**src/rtl/cgra_config_responder.sv**
```systemverilog
// Tile-side endpoint of the CGRA configuration bus: decodes addressed reads and writes
// into a local register file, and tracks the global CONFIG/FLUSH/RUN sequence.
module cgra_config_responder #(
  parameter logic [15:0] TILE_ID   = 16'h0000,
  parameter int          NUM_REGS  = 16,
  parameter logic [31:0] REG_RESET = 32'h0
) (
  input  logic                     clk,
  input  logic                     rst_n,
  input  logic                     stall,
  input  logic                     flush,
  input  logic [31:0]              config_config_addr,
  input  logic [31:0]              config_config_data,
  input  logic                     config_read,
  input  logic                     config_write,
  output logic [31:0]              read_config_data,
  output logic                     read_config_valid,
  output logic [32*NUM_REGS-1:0]   cfg_regs,
  output logic [15:0]              cfg_write_count,
  output logic [1:0]               cfg_state,
  output logic                     config_error
);

  localparam int IDX_W = (NUM_REGS > 1) ? $clog2(NUM_REGS) : 1;

  typedef enum logic [1:0] {
    ST_CONFIG = 2'd0,
    ST_FLUSH  = 2'd1,
    ST_RUN    = 2'd2
  } state_t;

  state_t      state_q;
  logic [31:0] regs_q [NUM_REGS];
  logic [31:0] rd_data_q;
  logic        rd_valid_q;
  logic [15:0] wr_count_q;
  logic        error_q;

  // Bus protocol: config_read / config_write are single-cycle strobes, one
  // transaction per cycle, no backpressure. A hit read is answered by exactly
  // one read_config_valid pulse on the following cycle; writes get no response.
  logic [7:0]       idx;
  logic [IDX_W-1:0] reg_sel;
  logic             hit;
  logic             wr_accept;
  logic             wr_in_run;
  logic             rd_accept;
  logic             rw_collision;

  assign idx          = config_config_addr[23:16];
  assign reg_sel      = idx[IDX_W-1:0];
  assign hit          = (config_config_addr[15:0] == TILE_ID) &&
                        ({24'd0, idx} < 32'(NUM_REGS));
  assign wr_accept    = config_write && hit && (state_q != ST_RUN);
  assign wr_in_run    = config_write && hit && (state_q == ST_RUN);
  assign rd_accept    = config_read && hit && !config_write;
  assign rw_collision = config_read && config_write && hit;

  always_ff @(posedge clk or negedge rst_n) begin
    if (!rst_n) begin
      state_q    <= ST_CONFIG;
      rd_data_q  <= 32'h0;
      rd_valid_q <= 1'b0;
      wr_count_q <= 16'h0;
      error_q    <= 1'b0;
      for (int i = 0; i < NUM_REGS; i++) regs_q[i] <= REG_RESET;
    end else begin
      // Stall wins over flush in RUN so the tile drops back to CONFIG and
      // needs a fresh flush before it may run again.
      case (state_q)
        ST_CONFIG: if (flush) state_q <= ST_FLUSH;
        ST_FLUSH:  if (!flush) state_q <= stall ? ST_CONFIG : ST_RUN;
        ST_RUN: begin
          if (stall)      state_q <= ST_CONFIG;
          else if (flush) state_q <= ST_FLUSH;
        end
        default: state_q <= ST_CONFIG;
      endcase

      for (int i = 0; i < NUM_REGS; i++) begin
        if (wr_accept && (reg_sel == IDX_W'(i))) regs_q[i] <= config_config_data;
      end

      if (wr_accept && (wr_count_q != 16'hFFFF)) wr_count_q <= wr_count_q + 16'd1;

      rd_valid_q <= rd_accept;
      if (rd_accept) rd_data_q <= regs_q[reg_sel];

      if (wr_in_run || rw_collision) error_q <= 1'b1;
    end
  end

  for (genvar g = 0; g < NUM_REGS; g++) begin : g_flat
    assign cfg_regs[32*g +: 32] = regs_q[g];
  end

  assign read_config_data  = rd_data_q;
  assign read_config_valid = rd_valid_q;
  assign cfg_write_count   = wr_count_q;
  assign cfg_state         = state_q;
  assign config_error      = error_q;

endmodule
```
**config.mk**
```make
export PLATFORM = sky130hd
export DESIGN_NAME = cgra_config_responder
export DESIGN_NICKNAME = d
export VERILOG_FILES = /design/src/rtl/cgra_config_responder.sv
export SDC_FILE = /design/constraint.sdc
export NUM_CORES = 1
export LEC_CHECK = 0
export CORE_MARGIN = 5
export CORE_UTILIZATION = 35
export CTS_CLUSTER_DIAMETER = 200
export DETAILED_ROUTE_END_ITERATION = 16
export GPL_TIMING_DRIVEN = 0
export SLEW_MARGIN = 20
export SYNTH_ARGS = -nofsm -noshare
export SYNTH_HDL_FRONTEND = slang
export SYNTH_SLANG_ARGS = --single-unit
```
**constraint.sdc**
```tcl
create_clock -name clk -period 1.91 [get_ports clk]
set_clock_uncertainty 0.05 [all_clocks]
set_input_delay 0.4775 -clock clk [delete_from_list [all_inputs] [get_ports clk]]
set_output_delay 0.4775 -clock clk [all_outputs]
set_load 0.1 [all_outputs]
```
==> results of run 1 <==
==> where the power goes <==
part	total, mW	internal, mW	switching [mW]
sequential	12.0	12.0	0.00534
clock	12.6	7.37	5.23
combinational	1.23	0.372	0.858
total	25.8	19.7	6.09
==> state kept, by name (all words and copies together) (netlist names) <==
signal	cells
cfg_regs	512
cfg_state	2
cfg_write_count	16
config_error	1
read_config_data	32
read_config_valid	1
==> worst max-delay path, cell delays in order, from the launching register on <==
cell	delay (ns)
sky130_fd_sc_hd__dfrtp_4	0.46
sky130_fd_sc_hd__nand2b_4	0.15
sky130_fd_sc_hd__nand2_4	0.06
sky130_fd_sc_hd__or3_4	0.45
sky130_fd_sc_hd__buf_12	0.15
sky130_fd_sc_hd__nor3_4	0.15
sky130_fd_sc_hd__buf_12	0.21
sky130_fd_sc_hd__clkbuf_16	0.19
sky130_fd_sc_hd__mux2_4	0.29
==> final timing paths <==
| check | endpoint | slack, ns | depth (start not counted) |
|---|---|---|---|
| setup reg to reg | cfg_regs[314] | -0.39 | 8 |
| min in group clk | config_error | 0.15 | 4 |
| max in group asynchronous | cfg_regs[44] | 0.43 | 5 |
| hold reg to reg | config_error | 0.43 | 1 |
| hold / removal | cfg_state[0] | -0.14 | 2 |
| setup / recovery | cfg_regs[314] | -0.39 | 8 |
==> timing repair <==
action | CTS | global route
pin swaps | 19 | 17
resized for setup | 1991 | 281
hold endpoints to repair | 165 | 15
cloned | 8 | 27
buffers inserted | 46 | 37
endpoints found under the setup margin | 1124 | 1115
==> metal layers <==
metal,wire length (µm),GRT usage,up-vias
met3,9140,0.07985,149
met5,0,0,-
met4,3618,0.07962,0
met1,46970,0.3488,10130
met2,55430,0.4450,786
li1,-,-,7690
==> stage by stage <==
stage / instance area (µm²) / setup TNS, ns / hold slack [ns] / worst slack [ns]
after floorplan: 25790 / -223.60 / 0.1319 / -0.5994
after global placement: 33200 / - / 0.4017 / -29.10
after detailed placement: 33420 / -1029.52 / 0.2595 / -2.166
after CTS: 37640 / -267.16 / -0.3797 / -0.4339
after global routing: 39760 / -274.08 / -0.1061 / -0.4306
final: 39760 / -224.35 / -0.1439 / -0.3930
==> layout by cell type, fill, tap and decap left out, types with 8 or more instances in the layout <==
cell | Yosys | layout
sky130_fd_sc_hd__xnor2_1 | 13 | 13
sky130_fd_sc_hd__buf_12 | 0 | 59
sky130_fd_sc_hd__clkbuf_2 | 0 | 8
sky130_fd_sc_hd__a22oi_1 | 32 | 30
sky130_fd_sc_hd__mux4_2 | 128 | 128
sky130_fd_sc_hd__o21ai_0 | 33 | 29
sky130_fd_sc_hd__buf_6 | 3 | 24
sky130_fd_sc_hd__nand2b_1 | 38 | 37
sky130_fd_sc_hd__buf_4 | 15 | 60
sky130_fd_sc_hd__clkdlybuf4s15_2 | 0 | 559
sky130_fd_sc_hd__dfrtp_1 | 564 | 562
sky130_fd_sc_hd__buf_16 | 0 | 13
sky130_fd_sc_hd__mux2i_1 | 32 | 32
sky130_fd_sc_hd__mux2_4 | 0 | 286
sky130_fd_sc_hd__clkbuf_1 | 61 | 52
sky130_fd_sc_hd__clkbuf_8 | 0 | 16
sky130_fd_sc_hd__buf_2 | 38 | 11
sky130_fd_sc_hd__clkbuf_16 | 0 | 101
sky130_fd_sc_hd__nor2_4 | 0 | 9
sky130_fd_sc_hd__clkdlybuf4s50_1 | 0 | 36
sky130_fd_sc_hd__dlygate4sd2_1 | 0 | 8
sky130_fd_sc_hd__nor4_4 | 1 | 9
sky130_fd_sc_hd__nand3_1 | 9 | 8
sky130_fd_sc_hd__mux2_2 | 501 | 223
sky130_fd_sc_hd__nand2_1 | 70 | 68
sky130_fd_sc_hd__nand4_1 | 11 | 11
==> final cells by class <==
class	count	area, µm²	area share
Tap cell	950	1189	0.02990
Clock inverter	18	237.7	0.005980
Sequential cell	564	14120	0.3552
Multi-Input combinational cell	935	11900	0.2994
Clock buffer	94	1869	0.04702
Buffer	130	1565	0.03937
Timing Repair Buffer	748	8872	0.2232
==> logic make-up (layout without fill, tap and decap cells) <==
group / count (synthesis) / in the layout / share of synthesized area
AND/OR/NAND/NOR: 177 / 177 / 0.03895
adder cells (fa/ha/maj): 1 / 1 / 0.0004948
multiplexers: 673 / 673 / 0.3552
flip-flops: 564 / 564 / 0.5583
AO/OA/AOI/OAI: 69 / 69 / 0.01717
buffers and inverters: 133 / 990 / 0.02475
XOR/XNOR: 15 / 15 / 0.005197
==> reports/results.env, run 1 <==
RUN_STATUS='complete, but fails checks'
FAILED_CHECKS='hold timing, setup timing'
WORST_VOLTAGE_DROP_ACROSS_THE_VDD_GRID_mV=0.5396
PIN_COUNT_OF_THE_BIGGEST_NET_ENTERING_GLOBAL_ROUTING=95
YS_SEQ_ELEMENTS=564
CLK_ROOT_BUFFER_CELL='sky130_fd_sc_hd__clkbuf_16'
DRT.ANTENNA.VIOLATING_NETS=0
ROUTED_VIA_COUNT=18750
CAP_VIOLATIONS=0
WORST_SLEW_MARGIN_REL=0.4784
POWER_PER_CELL_AREA_nW_PER_UM2=648.8
YOSYS.AREA.TOP_TYPE_SHARE=0.5583
POST-PLACE-CELLS=3212
POST-LAYOUT-TOTAL-POWER_mW=25.79
WORST_SLACK_NS=-0.3930
ROUTE.FINAL.WIRE_LENGTH_UM=115200
ACHIEVABLE-FREQUENCY_MHz=434.2
FIRSTDRTPASSITERS=5
GRT_REMAINING_OVERFLOW=0
CRITICALPATHCATEGORY='reg -> reg'
TRITONCTS_NUM_SINKS=564
GRT_USE_TOTAL=0.2701
FINAL.FILL_COUNT=5742
ROUTE.DETAILED.DRC=0
PLACEMENT_ROWS=98
CLK_PATH_BUF_DEPTH=3
POST_SYNTH_NUM_CELL_TYPES=38
TIMING.FINAL.CRIT_PERIOD_NS=2.303
TIMING.FINAL.CRIT_SHARE=1.206
TIMING_MAX_TRANSITION_VIOLATIONS_FINAL=0
GPL.FINAL_WEIGHTED_CONGESTION=0.8514
SYNTH-EDFF-COUNT=0
DIE_FOOTPRINT_UM2=77710
SYNTHFLOPTYPE='sky130_fd_sc_hd__dfrtp_1'
SYNTH-WARNING-COUNT=0
PLACE.PORT_BUFFERS=622
AREA_DELTA_SYNTH_FINAL_PCT=57.25
INSERTEDDIODECOUNT=0
GRT_ANTENNA_BEFORE_REPAIR=1
SYN_AVG_CELL_AREA_UM2=15.49
YS_TOP_CELLS_BY_COUNT='564 x sky130_fd_sc_hd__dfrtp_1, 501 x sky130_fd_sc_hd__mux2_2, 128 x sky130_fd_sc_hd__mux4_2, 70 x sky130_fd_sc_hd__nand2_1, 61 x sky130_fd_sc_hd__clkbuf_1'
FP.DIEH_UM=278.8
CORE_AREA_UM2=71610
DRT-VIAS-PER-INSTANCE=5.452
WORSTREG2REGSTART='cfg_state[0]'
FINAL.HOLD.WORST_SLACK_NS=-0.1439
DRIVE_GT1_FRAC=0.6276
TIMING.CRITICAL_PATH.ARRIVAL_NS=2.73
DETAILED_ROUTE_WIRE_LENGTH_PER_CELL_UM=33.48
FINALHOLDVIOLATIONS=177
HOLDCRITPATHCLASS='in -> async'
SYN-NUM-NETS=1703
POST-SYNTH-TOP-COUNT-CELL='sky130_fd_sc_hd__dfrtp_1'
SETUP_VIOL_COUNT_FINAL=1101
SEQUENTIAL_SHARE_OF_THE_SYNTHESIZED_AREA=0.5583
WORST_SLEW_PIN_SLEW_NS=0.7825
UNREPAIRED_SETUP_ENDPOINTS_AFTER_GLOBAL_ROUTING='yes'
CRITPATHLAUNCH='cfg_state[0]'
SYN-CELL-AREA_UM2=25280
WORST_PATH_REQUIRED_TIME_NS=2.33
IO_PINS=634
GRT_FIRST_PASS_WIRELENGTH_UM=151700
VIA_COUNT_OF_THE_FIRST_GLOBAL_ROUTING_PASS=19490
ASYNCSETRESETFLOPFRACSYNTH=1.000
NETS=2516
CLOCK_LATENCY_NS=0.61
FINALCOREUTILIZATION=0.5552
DIE_X_UM=278.8
END_KIND='register'
DP_HPWL_UM=76070
FINAL_CELL_COUNT_NO_FILL=3439
CLK_PIN_SLEW_WORST_PATHS_NS=0.06
CTS_MAX_LEVEL=3
TRITONCTS='done'
CTS-BUFFERS-INSERTED=66
DRT_ITER0_DRCS=1259
SYNTH_LARGEST_AREA_CELL='sky130_fd_sc_hd__dfrtp_1'
FLOORPLAN.INITIALDENSITY=0.3531
LEAKAGE_nW=17.58
CP-START-KIND='register'
SYN-INSTANCE-COUNT=1632
CRITICAL_PATH_FANOUTS_MAX=8
YS_TOP_CELLS_BY_AREA='sky130_fd_sc_hd__dfrtp_1 56%, sky130_fd_sc_hd__mux2_2 22%, sky130_fd_sc_hd__mux4_2 11%, sky130_fd_sc_hd__mux2i_1 1.3%, sky130_fd_sc_hd__nand2_1 1.0%'
Power figures use the tool's default switching activity.
==> run 2, diff against run 1 <==
Settings changed: CAP_MARGIN set to 20, CELL_PAD_IN_SITES_DETAIL_PLACEMENT set to 1, CELL_PAD_IN_SITES_GLOBAL_PLACEMENT set to 2, CORE_UTILIZATION 35 to 31, PLACE_DENSITY_LB_ADDON set to 0.1.
==> reports/results.env, run 2 (synthesis gave the netlist of run 1 again) <==
RUN_STATUS='complete, but fails checks'
FAILED_CHECKS='setup timing'
HOLDCRITPATHCLASS='in -> reg'
DRIVE_GT1_FRAC=0.6475
DRT-VIAS-PER-INSTANCE=5.238
TRITONCTS_NUM_SINKS=564
POWER_PER_CELL_AREA_nW_PER_UM2=720.3
DP_HPWL_UM=80720
CP-START-KIND='register'
LARGEST_REGISTER_FFS=512
TIMING.FINAL.CRIT_SHARE=1.223
CRITICAL_PATH.MOST_COMMON_CELL='sky130_fd_sc_hd__buf_12'
WORST-R2R-CELL-COUNT=8
CTS_MAX_LEVEL=3
PLACE.PORT_BUFFERS=622
TRITONCTS='done'
GPL.FINAL_WEIGHTED_CONGESTION=0.7981
SLOWEST_STAGE='sky130_fd_sc_hd__dfrtp_4'
ROUTE.FINAL.WIRE_LENGTH_UM=123100
CLK_PIN_SLEW_WORST_PATHS_NS=0.06
MIN_DELAY_PATH_DEPTH=4
CRITICAL_PATH_FANOUTS_MAX=8
GRT_REMAINING_OVERFLOW=0
CAP_VIOLATIONS=0
TIMING.SETUP.TNS_NS=-140.98
AREA_DELTA_SYNTH_FINAL_PCT=49.47
TIMING.CRITICAL_PATH.ARRIVAL_NS=2.76
WORST_PATH_REQUIRED_TIME_NS=2.34
CP_NUM_BUF_INV=3
REG2REG_END='cfg_regs[438]'
ROUTED_VIA_COUNT=18620
PIN_COUNT_OF_THE_BIGGEST_NET_ENTERING_GLOBAL_ROUTING=97
FP.DIEH_UM=295.6
PLACEMENT_ROWS=104
FINALHOLDVIOLATIONS=0
UNREPAIRED_SETUP_ENDPOINTS_AFTER_GLOBAL_ROUTING='yes'
LAYOUT.CELLS.MOST_COMMON_LIST='557 x sky130_fd_sc_hd__dfrtp_1, 372 x sky130_fd_sc_hd__mux2_2, 343 x sky130_fd_sc_hd__buf_4, 232 x sky130_fd_sc_hd__clkbuf_4, 137 x sky130_fd_sc_hd__mux2_4'
WORST_SLEW_MARGIN_REL=0.4200
TIMING_MAX_TRANSITION_VIOLATIONS_FINAL=0
VIA_COUNT_OF_THE_FIRST_GLOBAL_ROUTING_PASS=20380
GRT_FIRST_PASS_WIRELENGTH_UM=162500
NETS=2511
ACHIEVABLE-FREQUENCY_MHz=428.2
CTS-BUFFERS-INSERTED=70
CRITICAL_PATH.MAX_STAGE_DELAY_NS=0.50
CORE_AREA_UM2=80680
HOLD_PATH_END='config_error'
CLK_ROOT_BUFFER_CELL='sky130_fd_sc_hd__clkbuf_16'
R2R_SLACK_NS=-0.43
DIE_X_UM=295.6
DETAILED_ROUTE_WIRE_LENGTH_PER_CELL_UM=34.62
MOST_COMMON_CELL_AFTER_LAYOUT_FILL_AND_TAPS_ASIDE='sky130_fd_sc_hd__dfrtp_1'
WORSTREG2REGSTART='cfg_state[1]'
CRITPATHTOPFAMILY='simple AND/OR/NAND/NOR gates'
WORST_SLACK_NS=-0.4251
DRT.ANTENNA.VIOLATING_NETS=0
LEAKAGE_nW=18.42
CRITICALPATHCATEGORY='reg -> reg'
WORST_SLEW_PIN_SLEW_NS=0.8671
CLK_PATH_BUF_DEPTH=3
CRITICAL_PATH.CELL_CHAIN='nand2b_4 > nand2_4 > or3_4 > buf_12 > nor3_4 > buf_12 > buf_16 > mux2_4'
ROUTE.DETAILED.DRC=0
CLOCK_LATENCY_NS=0.61
MIN_FROM='config_config_addr[2]'
GRT_USE_TOTAL=0.2612
IO_PINS=634
DIE_FOOTPRINT_UM2=87360
TIMING.FINAL.CRIT_PERIOD_NS=2.335
POST-LAYOUT-TOTAL-POWER_mW=27.22
DRT_ITER0_DRCS=932
WORST_VOLTAGE_DROP_ACROSS_THE_VDD_GRID_mV=0.6034
GRT_ANTENNA_BEFORE_REPAIR=6
FLOORPLAN.INITIALDENSITY=0.3134
END_KIND='register'
SETUP_VIOL_COUNT_FINAL=544
FIRSTDRTPASSITERS=5
[run 2: cell types whose count changed in the layout (fill, tap and decap cells not counted), moves of 15 or more]
cell / delta
sky130_fd_sc_hd__clkdlybuf4s15_2: -559
sky130_fd_sc_hd__buf_4: +283
sky130_fd_sc_hd__clkbuf_4: +225
sky130_fd_sc_hd__mux2_2: +149
sky130_fd_sc_hd__mux2_4: -149
sky130_fd_sc_hd__buf_6: +48
sky130_fd_sc_hd__a22oi_1: -26
sky130_fd_sc_hd__a22oi_2: +26
sky130_fd_sc_hd__o21ai_0: -26
sky130_fd_sc_hd__o21ai_1: +26
sky130_fd_sc_hd__clkbuf_8: +15
[run 2: worst max path at each step]
| stage | start | endpoint | slack [ns] | cells after the start |
|---|---|---|---|---|
| after floorplan | config_config_addr[1] | cfg_regs[385] | -0.60 | 6 |
| after CTS | cfg_state[1] | cfg_regs[317] | -0.47 | 9 |
| after detailed placement | config_config_addr[16] | read_config_data[1] | -2.29 | 6 |
| after global placement | rst_n | cfg_state[1] | -30.02 | 1 |
| after global routing | cfg_state[1] | cfg_regs[437] | -0.46 | 8 |
| final | cfg_state[1] | cfg_regs[438] | -0.43 | 8 |
[run 2: per-layer routing]
layer,part of all wire,global-route usage,wire length (µm)
met5,0.000057,0,7
met4,0.031,0.06599,3823
met3,0.068,0.07204,8400
met2,0.50,0.4590,61980
met1,0.40,0.3197,48870
[run 2: cell type report]
type / instances / area [µm²]
Antenna cell: 4 / 10.01
Buffer: 131 / 1737
Clock buffer: 110 / 2196
Tap cell: 1060 / 1326
Fill cell: 8070 / 42890
Timing Repair Buffer: 738 / 6719
Multi-Input combinational cell: 935 / 11460
Clock inverter: 13 / 216.5
Sequential cell: 564 / 14130
[run 2: what timing repair did]
item	4_1_cts	5_1_grt
pin swaps	25	44
cloned	5	27
hold buffers	3	2
gates resized for setup	2054	2230
endpoints found under the setup margin	1124	1223
hold endpoints to repair	63	58
buffers inserted	45	32
[run 2: tightest hold or removal path: stages]
cell	delay (ns)
sky130_fd_sc_hd__buf_6	0.08
sky130_fd_sc_hd__nor4_4	0.06
sky130_fd_sc_hd__o2111ai_1	0.07
sky130_fd_sc_hd__nand2b_1	0.07
[run 2: stage by stage]
step	utilization	hold slack, ns	instances	instance area [µm²]	worst slack, ns
2_1_floorplan	-	0.1319	1632	25790	-0.5994
3_5_place_dp	0.4157	0.2757	3321	33530	-2.293
4_1_cts	0.4708	0.1054	3496	37980	-0.4659
3_3_place_gp	0.4133	0.4032	3314	33340	-30.02
6_report	0.4684	0.1447	3555	37790	-0.4251
5_1_grt	0.4683	0.1675	3553	37780	-0.4572
[run 2: where the power goes]
group | internal [mW] | switching, mW | leakage (nW)
logic | 0.398 | 0.895 | 9.36
clock network | 8.55 | 5.41 | 1.19
registers | 12.0 | 0.00365 | 7.87
total | 20.9 | 6.31 | 18.4
